<file path="src/rtl/wb_arb_pkg.sv">
// wb_arb_pkg: shared types and defaults for the two-master Wishbone arbiter
package wb_arb_pkg;
  typedef enum logic [1:0] {GNT_NONE, GNT_M0, GNT_M1} gnt_e;
  localparam int unsigned DEF_TIMEOUT_CYCLES = 255;
  localparam logic [31:0] DEF_TIMEOUT_DATA = 32'hDEADBEEF;
  typedef struct packed {
    logic [31:0] adr;
    logic [31:0] dat;
    logic [3:0]  sel;
    logic        we;
    logic        stb;
    logic        cyc;
  } wb_req_t;
endpackage

</file>
<file path="src/rtl/wb_timeout_watchdog.sv">
// wb_timeout_watchdog: fakes an ack when a granted strobe waits too long and counts the events
module wb_timeout_watchdog
  import wb_arb_pkg::*;
#(
  parameter int unsigned TIMEOUT_CYCLES = DEF_TIMEOUT_CYCLES
) (
  input  logic       clk,
  input  logic       rst,
  input  logic       wait_i,
  input  logic       ack_i,
  output logic       timeout_o,
  output logic [7:0] timeout_count_o
);
  localparam logic [7:0] LIMIT = 8'(TIMEOUT_CYCLES);
  logic [7:0] cnt_q, cnt_d, evt_q, evt_d;
  always_comb begin
    timeout_o = wait_i && !ack_i && cnt_q == LIMIT;
    cnt_d     = (!wait_i || ack_i || timeout_o) ? 8'd0 : cnt_q + 8'd1;
    evt_d     = (timeout_o && evt_q != 8'hFF) ? evt_q + 8'd1 : evt_q;
  end
  always_ff @(posedge clk) begin
    if (rst) begin
      cnt_q <= '0;
      evt_q <= '0;
    end else begin
      cnt_q <= cnt_d;
      evt_q <= evt_d;
    end
  end
  assign timeout_count_o = evt_q;
endmodule

</file>
<file path="src/rtl/wb_master_arbiter.sv">
// wb_master_arbiter: round-robin two-master Wishbone arbiter with bus-timeout watchdog
module wb_master_arbiter
  import wb_arb_pkg::*;
#(
  parameter int unsigned TIMEOUT_CYCLES = DEF_TIMEOUT_CYCLES,
  parameter logic [31:0] TIMEOUT_DATA   = DEF_TIMEOUT_DATA
) (
  input  logic        sys_clk,
  input  logic        sys_rst,
  input  logic [31:0] m0_adr_i,
  input  logic [31:0] m0_dat_i,
  input  logic [3:0]  m0_sel_i,
  input  logic        m0_stb_i,
  input  logic        m0_cyc_i,
  input  logic        m0_we_i,
  output logic [31:0] m0_dat_o,
  output logic        m0_ack_o,
  input  logic [31:0] m1_adr_i,
  input  logic [31:0] m1_dat_i,
  input  logic [3:0]  m1_sel_i,
  input  logic        m1_stb_i,
  input  logic        m1_cyc_i,
  input  logic        m1_we_i,
  output logic [31:0] m1_dat_o,
  output logic        m1_ack_o,
  output logic [31:0] s_adr_o,
  output logic [31:0] s_dat_o,
  output logic [3:0]  s_sel_o,
  output logic        s_stb_o,
  output logic        s_cyc_o,
  output logic        s_we_o,
  input  logic [31:0] s_dat_i,
  input  logic        s_ack_i,
  output logic        timeout_o,
  output logic [7:0]  timeout_count_o
);
  gnt_e        gnt_q;
  logic        last_m1_q;
  wb_req_t     m0_req, m1_req, g_req;
  logic        to;
  logic [31:0] resp_dat;
  assign m0_req = {m0_adr_i, m0_dat_i, m0_sel_i, m0_we_i, m0_stb_i, m0_cyc_i};
  assign m1_req = {m1_adr_i, m1_dat_i, m1_sel_i, m1_we_i, m1_stb_i, m1_cyc_i};
  assign g_req  = gnt_q == GNT_M0 ? m0_req : gnt_q == GNT_M1 ? m1_req : '0;
  // ties go to whichever master was not served last; the grant holds until cyc drops
  always_ff @(posedge sys_clk) begin
    if (sys_rst) begin
      gnt_q     <= GNT_NONE;
      last_m1_q <= 1'b1;
    end else if (gnt_q == GNT_NONE) begin
      gnt_q <= (m0_cyc_i && m1_cyc_i) ? (last_m1_q ? GNT_M0 : GNT_M1) :
               m0_cyc_i ? GNT_M0 : m1_cyc_i ? GNT_M1 : GNT_NONE;
    end else if (!g_req.cyc) begin
      gnt_q     <= GNT_NONE;
      last_m1_q <= gnt_q == GNT_M1;
    end
  end
  wb_timeout_watchdog #(.TIMEOUT_CYCLES(TIMEOUT_CYCLES)) u_wdog (
    .clk             (sys_clk),
    .rst             (sys_rst),
    .wait_i          (g_req.stb & g_req.cyc),
    .ack_i           (s_ack_i),
    .timeout_o       (to),
    .timeout_count_o (timeout_count_o)
  );
  assign timeout_o = to;
  assign s_adr_o   = g_req.adr;
  assign s_dat_o   = g_req.dat;
  assign s_sel_o   = g_req.sel;
  assign s_we_o    = g_req.we;
  assign s_stb_o   = g_req.stb & ~to;
  assign s_cyc_o   = g_req.cyc & ~to;
  assign resp_dat  = to ? TIMEOUT_DATA : s_dat_i;
  assign m0_ack_o  = gnt_q == GNT_M0 && (s_ack_i || to);
  assign m1_ack_o  = gnt_q == GNT_M1 && (s_ack_i || to);
  assign m0_dat_o  = gnt_q == GNT_M0 ? resp_dat : '0;
  assign m1_dat_o  = gnt_q == GNT_M1 ? resp_dat : '0;
endmodule

</file>
<file path="config.mk">
export PLATFORM = sky130hd
export DESIGN_NAME = wb_master_arbiter
export DESIGN_NICKNAME = d
export VERILOG_FILES = /design/src/rtl/wb_arb_pkg.sv /design/src/rtl/wb_timeout_watchdog.sv /design/src/rtl/wb_master_arbiter.sv
export SDC_FILE = /design/constraint.sdc
export NUM_CORES = 1
export LEC_CHECK = 0
export BUFFER_PORTS_ARGS = -buffer_cell sky130_fd_sc_hd__buf_2
export CORE_AREA = 2 2 126 128
export CTS_CLUSTER_DIAMETER = 50
export CTS_CLUSTER_SIZE = 40
export DETAILED_ROUTE_END_ITERATION = 10
export DIE_AREA = 0 0 128 130
export GPL_ROUTABILITY_DRIVEN = 0
export GPL_TIMING_DRIVEN = 0
export SYNTH_ARGS = -nofsm -noshare
export SYNTH_HDL_FRONTEND = slang
export SYNTH_SLANG_ARGS = --single-unit
</file>
<file path="constraint.sdc">
create_clock -name sys_clk -period 1.65 [get_ports sys_clk]
set_input_delay 0.0825 -clock sys_clk [delete_from_list [all_inputs] [get_ports sys_clk]]
set_output_delay 0.0825 -clock sys_clk [all_outputs]
set_load 0.05 [all_outputs]
</file>
# --- Word level (Yosys, flattened, before mapping) ---
# Cells that the tools add are included.
classes:
  addsub: 2
  n_eq_ne: 5
  mux: 11
  n_bitwise: 6
  n_reduce_logical: 14
ops:
  columns: ["op", "count"]
  rows:
  - ["71-bit two-way mux", 2]
  - ["32-bit two-way mux", 3]
  - ["8-bit by 1-bit adder with 8-bit output (second input constant)", 2]
  - ["2-bit two-way mux", 6]
  - ["8-bit equality test (second input constant)", 1]
  - ["8-bit != test (second input constant)", 1]
  - ["1-bit logical AND", 6]
  - ["1-bit AND", 3]
  - ["1-bit logical OR", 3]
  - ["1-bit NOT", 3]
  - ["2-bit by 1-bit equality test with 1-bit output (second input constant)", 1]
  - ["2-bit equality test (second input constant)", 1]
  - ["1-bit zero test", 2]
  - ["2-bit zero test", 1]
  - ["2-bit by 1-bit != test with 1-bit output (second input constant)", 1]
  - ["2-bit AND reduction", 1]
  - ["2-bit OR reduction", 1]
word_totals:
  register_bits: 19
  input_bits: 177
  output_inout_bits: 146
  elab_cells: 42

# --- Longest topological paths before layout ---
logic_depth:
  depth_word: 8
  ltp_mapped: 8
  ltp_nobuf: 6

# --- Cells and area by module ---
# From an unflattened synthesis, not the netlist that was laid out.
hier_totals:
  cells_unflattened: 306
  area_unflattened_um2: 2135.8
modules_own_cells:
  columns: ["module", "n_inst", "cells_each", "area_per_inst_um2", "seq_area_each_um2"]
  rows:
  - ["wb_master_arbiter", 1, 219, 1382.6, 60.1]
  - ["wb_timeout_watchdog", 1, 87, 753.2, 320.3]

# --- Worst setup path after synthesis ---
# OpenSTA, ideal clock, no wires.
synth_path:
  path_kind: "register to register"
  start: "register u_wdog.cnt_q[0]"
  end: "register u_wdog.evt_q[1] (netlist: u_wdog.timeout_count_o[1])"
  setup_time_ps: 73
  t_arrival_ps: 3062
  required_ps: 1577
  path_slack_ps: -1485
  stages_incl_launch_ff: 7
  path_buffers: 0
  synth_period_minus_slack_ps: 3135
  cell_sequence: "dfxtp_1 > ha_1 > nand3_1 > nor3_1 > nor4b_1 > nand3_1 > a21oi_1"
synth_between:
  elab_chain_len: 3
synth_rtl:
  columns: ["item", "line", "text"]
  rows:
  - ["start, declared", "wb_timeout_watchdog.sv:15", "logic [7:0] cnt_q, cnt_d, evt_q, evt_d;"]
  - ["start signal, assigned", "wb_timeout_watchdog.sv:26", "cnt_q <= cnt_d;"]
  - ["8-bit equality test", "wb_timeout_watchdog.sv:17", "timeout_o = wait_i && !ack_i && cnt_q == LIMIT;"]
  - ["1-bit logical AND", "wb_timeout_watchdog.sv:17", null]
  - ["net timeout_o", "wb_master_arbiter.sv:34", "output logic timeout_o,"]
  - ["1-bit logical AND", "wb_timeout_watchdog.sv:19", "evt_d = (timeout_o && evt_q != 8'hFF) ? evt_q + 8'd1 : evt_q;"]
  - ["end signal, assigned", "wb_timeout_watchdog.sv:27", "evt_q <= evt_d;"]
  - ["end, declared", "wb_timeout_watchdog.sv:15", null]
# The timed path passes the listed nets, and every way through them passes these cells.
# A chain may end at the register's enable or synchronous reset.

# --- Worst setup path in the final report ---
layout_path:
  start: "register gnt_q[1]"
  end: "output port m1_ack_o"
layout_between:
  elab_chain_len: 8
  word_cells_on_any_way: 9
  cone_classes: "2 x eq/ne; 2 x mux; 1 x bitwise; 4 x reduce/logical"
layout_rtl:
  columns: ["item", "line", "text"]
  rows:
  - ["start, declared", "wb_master_arbiter.sv:37", "gnt_e gnt_q;"]
  - ["start signal, assigned", "wb_master_arbiter.sv:51", "gnt_q <= (m0_cyc_i && m1_cyc_i) ? (last_m1_q ? GNT_M0 : GNT_M1) :"]
  - ["2-bit equality test", "wb_master_arbiter.sv:44, wb_master_arbiter.sv:75", null]
  - ["71-bit two-way mux (2 in a row)", "wb_master_arbiter.sv:44", "assign g_req = gnt_q == GNT_M0 ? m0_req : gnt_q == GNT_M1 ? m1_req : '0;"]
  - ["1-bit AND", "wb_master_arbiter.sv:61", ".wait_i (g_req.stb & g_req.cyc),"]
  - ["1-bit logical AND (2 in a row)", "wb_timeout_watchdog.sv:17", null]
  - ["1-bit logical OR", "wb_master_arbiter.sv:75", "assign m1_ack_o = gnt_q == GNT_M1 && (s_ack_i || to);"]
  - ["1-bit logical AND (*)", "wb_master_arbiter.sv:75", null]
  - ["end, declared", "wb_master_arbiter.sv:25", "output logic m1_ack_o,"]
# Mark *: on every way between the ends. The rest lies on a longest branch, timed or not.

==> results_tabular.tex <==
\begin{tabular}{lr}
\hline
Metric & Value \\
\hline
\multicolumn{2}{l}{\textbf{GRT}} \\
Largest net degree at the start of global routing & 12 \\
Remaining global-route overflow & 0 \\
Vias in the first global route & 3495 \\
First-pass GRT wire length & 19700 um \\
Global-route usage over all layers & 0.154 \\
Antenna violations before repair & 0 \\
\multicolumn{2}{l}{\textbf{Power}} \\
Power share of the clock group & 0.169 \\
Sw frac & 0.450 \\
Power per Cell Area & 461 nW/um\^{}2 \\
Internal & $\sim$1600 uW \\
Leakage & 0.00297 uW \\
Total net switching power & $\sim$1300 uW \\
Portion of total power attributed to sequential cells & 0.159 \\
Portion of total power attributed to combinational logic & 0.672 \\
VDD IR-drop max & 0.000361 V \\
\multicolumn{2}{l}{\textbf{Drt}} \\
Wire length on met1 & 5930 um \\
First drt pass iteration count & 4 \\
DRC violation count after routing & 0 \\
Sum of met3 wire segment lengths after detailed routing & 886 um \\
Topmost layer with routed signal wires & met4 \\
WL final & approximately 15000 um \\
Antenna Nets Post-Route & 0 \\
Detail-routed via count per cell & 4.45 \\
Average wire length per cell after detail routing & about 18 um \\
First-iteration detailed-routing DRC count & 100 \\
Met2 routed WL & 7950 um \\
Total via count in the routed design & $\sim$3700 \\
\multicolumn{2}{l}{\textbf{STA}} \\
Maximum clock skew at final layout & 0.00349 ns \\
Final critical-path setup slack & -0.460 ns \\
Share of the cycle needed by the critical path after routing & 1.28 \\
Endpoints failing hold & 0 \\
Slew at the pin closest to its max-slew limit & around 0.47 ns \\
Final worst hold slack & 0.0490 ns \\
Upper clock frequency limit & between 400 and 500 MHz \\
Final setup violation count & roughly 150 \\
Slew Viols, Final & 0 \\
Post-layout minimum cycle time & 2.11 ns \\
Slew margin rel. & 0.686 \\
Unrepaired setup endpoints after global routing & true \\
\multicolumn{2}{l}{\textbf{Worst setup path}} \\
Critical path destination & m1\_ack\_o \\
Slowest stage cell, crit path & a221oi\_4 \\
Family with the most delay on the worst path & simple AND/OR/NAND/NOR gates \\
Launching element of the worst setup path & gnt\_q[1] \\
Reg-to-reg critical path endpoint & u\_wdog.timeout\_count\_o[7] \\
Startpoint of the most critical register-to-register path & gnt\_q[1] \\
Critical path endpoint category & output pin \\
Levels on crit path & 8 \\
Worst reg2reg path depth & 10 \\
CP bufs+invs & 3 \\
Data arrival time of the critical path & about 2.0 ns \\
CP peak stage delay & around 0.34 ns \\
Classification of the worst setup path & reg2out \\
CP startpoint kind & flip-flop \\
Cell mode on critical path & buf\_6 \\
Top fanout value on the critical path & 6 \\
Register-to-register path setup slack & -0.43 ns \\
Worst EP required & roughly 1.6 ns \\
Chain of cells forming the critical path & buf\_6, nand3b\_1, a221oi\_4, and2\_4, buf\_4, nor2\_1, nor2\_2, buf\_6 \\
\multicolumn{2}{l}{\textbf{Floorplan}} \\
Area of the die & between 15000 and 20000 sq um \\
Initial Utilization & 0.133 \\
Floorplan die height & 130 um \\
Placeable core region & 15400 sq um \\
Horiz. Die Dim & about 130 um \\
Cell Rows & 46 \\
I/O pin count & 323 \\
\multicolumn{2}{l}{\textbf{Layout}} \\
Fraction of layout instances using a drive strength above 1 & 0.826 \\
Count of placed standard cells in the final layout, fillers left out & 843 \\
Fillcell total & 1494 \\
Area grow syn2layout & 212\% \\
Nets@finish & 831 \\
Ant. Diodes & 0 \\
\multicolumn{2}{l}{\textbf{Min path}} \\
Tightest Hold Check Type & in2reg \\
Start point of the worst hold path & sys\_rst \\
\multicolumn{2}{l}{\textbf{Clocking}} \\
Clock insertion delay at the later pin of the skew report & 0.25 ns \\
Number of CTS-inserted buffers & 3 \\
Root cell of the clock tree & clkbuf\_16 \\
Number of clock sinks seen by CTS & 19 \\
Number of levels in the clock H-tree & 1 \\
Longest Clk Path Bufs & 2 \\
Clock tree from TritonCTS & done \\
Register clock-pin slew on the reported worst setup and hold paths & $\sim$0.06 ns \\
Number of hold buffers added after cts & 0 \\
\multicolumn{2}{l}{\textbf{Run status}} \\
Failing checks & negative setup slack \\
Run status & finished, violations left \\
\multicolumn{2}{l}{\textbf{Synth}} \\
Netlist area before placement & 2050 sq um \\
Post-synthesis register bit count & 19 \\
Post-Synthesis Cells & between 200 and 300 \\
Post-synthesis net count & 475 \\
Number of distinct library cells after synthesis & 35 \\
Share of the yosys chip area belonging to registers & 0.186 \\
YS warnings & 0 \\
Post-synthesis average cell area & 6.92 sq um \\
\multicolumn{2}{l}{\textbf{Run}} \\
MaxCap Viol Count & 0 \\
\multicolumn{2}{l}{\textbf{Placement}} \\
Port Buffers & approximately 320 \\
Half-perimeter wire length after detailed placement & approximately 12000 um \\
Cell Count Post-Placement & between 800 and 900 \\
\hline
\end{tabular}
## state kept, by name, indices dropped and copies added, names as in the netlist
name                    cells
u_wdog.timeout_count_o      8
last_m1_q                   1
u_wdog.cnt_q                8
gnt_q                       2
## cell type report
class,instances,area (sq um),share of cell area
Timing Repair Buffer,354,3010,0.471
Multi-Input combinational cell,245,2320,0.363
Sequential cell,19,392,0.0612
Buffer,27,348,0.0543
Tap cell,192,240,0.0375
Clock buffer,3,75.1,0.0117
Inverter,2,7.51,0.00117
Clock inverter,1,5.00,0.000782
## through the flow
stage	TNS (ns)	utilization	cell area [sq um]	total power, uW	worst slack (ns)
floorplan	-17.73	-	2580	1510	-0.292
global placement	-72.38	0.287	4430	1990	-0.756
detailed placement	-71.14	0.287	4430	1990	-0.734
CTS	-36.33	0.379	5850	2830	-0.464
global route	-49.35	0.415	6400	3060	-0.553
finish	-37.96	0.415	6400	2950	-0.460
## worst min-delay path by stage
stage                    end  slack (ns)  cells after the start
finish              gnt_q[0]        0.05                      2
global route        gnt_q[0]        0.06                      2
CTS                 gnt_q[0]        0.04                      2
floorplan           gnt_q[0]        0.16                      1
global placement    gnt_q[0]        0.31                      2
detailed placement  gnt_q[0]        0.32                      2
## logic make-up (layout without fill, tap and decap cells)
kind of cell,Yosys count,count (layout),synth area share
AO/OA/AOI/OAI,84,84,0.343
flip-flops,19,19,0.186
buffers and inverters,32,387,0.0653
adder cells (fa/ha/maj),2,2,0.0122
AND/OR/NAND/NOR,152,152,0.364
XOR/XNOR,7,7,0.0299
## metal layers
layer / vias up / GRT usage
li1: 1801 / -
met1: 1729 / 0.188
met2: 210 / 0.290
met3: 8 / 0.0193
met4: 0 / 0.0297
met5: - / 0
## power by group through the flow
stage	Combinational, uW	Sequential, uW	Clock, uW
global placement	1510	479	0
CTS	1850	469	513
floorplan	1030	477	0
detailed placement	1510	478	0
global route	2060	469	530
finish	1980	469	499
## worst reg2reg max path, cell delays in order, from the launching register on
cell	delay, ns
dfxtp_2	0.33
buf_6	0.12
nand3b_1	0.21
a221oi_4	0.34
buf_6	0.14
buf_6	0.10
buf_6	0.12
buf_6	0.10
nand3_4	0.06
or3_1	0.36
a21oi_1	0.13
## repair_timing
action,in CTS,in global routing
resized for setup,361,116
setup buffers,15,11
pin swaps,4,53
gates cloned,4,3
endpoints found under the setup margin,146,152
## cells in the final DEF, fill, tap and decap left out, types with 4 or more instances in the layout
cell / n
xor2_1: 4
nor2_2: 29
clkbuf_4: 4
clkbuf_8: 8
and3_4: 16
buf_6: 112
nand2_1: 5
a21oi_1: 7
a22o_4: 18
buf_2: 186
a22o_2: 21
buf_8: 49
buf_4: 10
nand3_1: 5
dfxtp_1: 12
or3_1: 4
dfxtp_2: 6
nor2_4: 45
nand3b_1: 4
clkbuf_16: 8
a22o_1: 30
o21ai_0: 4
buf_12: 4
nor2_1: 15
## synth_stat cells, drive strengths merged
library cell  number  share of area
and4b              1         0.0049
xor2               4          0.017
nand2              8          0.015
o21ai              5          0.012
or4                1         0.0037
a21oi              8          0.020
or3                4          0.012
nand3b             4          0.015
nand2b             2         0.0061
inv                2         0.0037
nor2b              1         0.0031
a221oi             1          0.013
and4               2         0.0085
nand3              7          0.017
a22o              69           0.29
clkbuf            21          0.038
and3b              1         0.0049
nor3               3         0.0073
o31ai              1         0.0037
nand4b             1          0.012
buf                9          0.023
and2b              1         0.0043
and3              18          0.056
xnor2              3          0.013
or2b               1         0.0037
nand4              3         0.0092
dfxtp             19           0.19
nor2              89           0.16
nor4b              2         0.0085
and2               3          0.010
ha                 2          0.012
(Power assumes the default switching activity.)
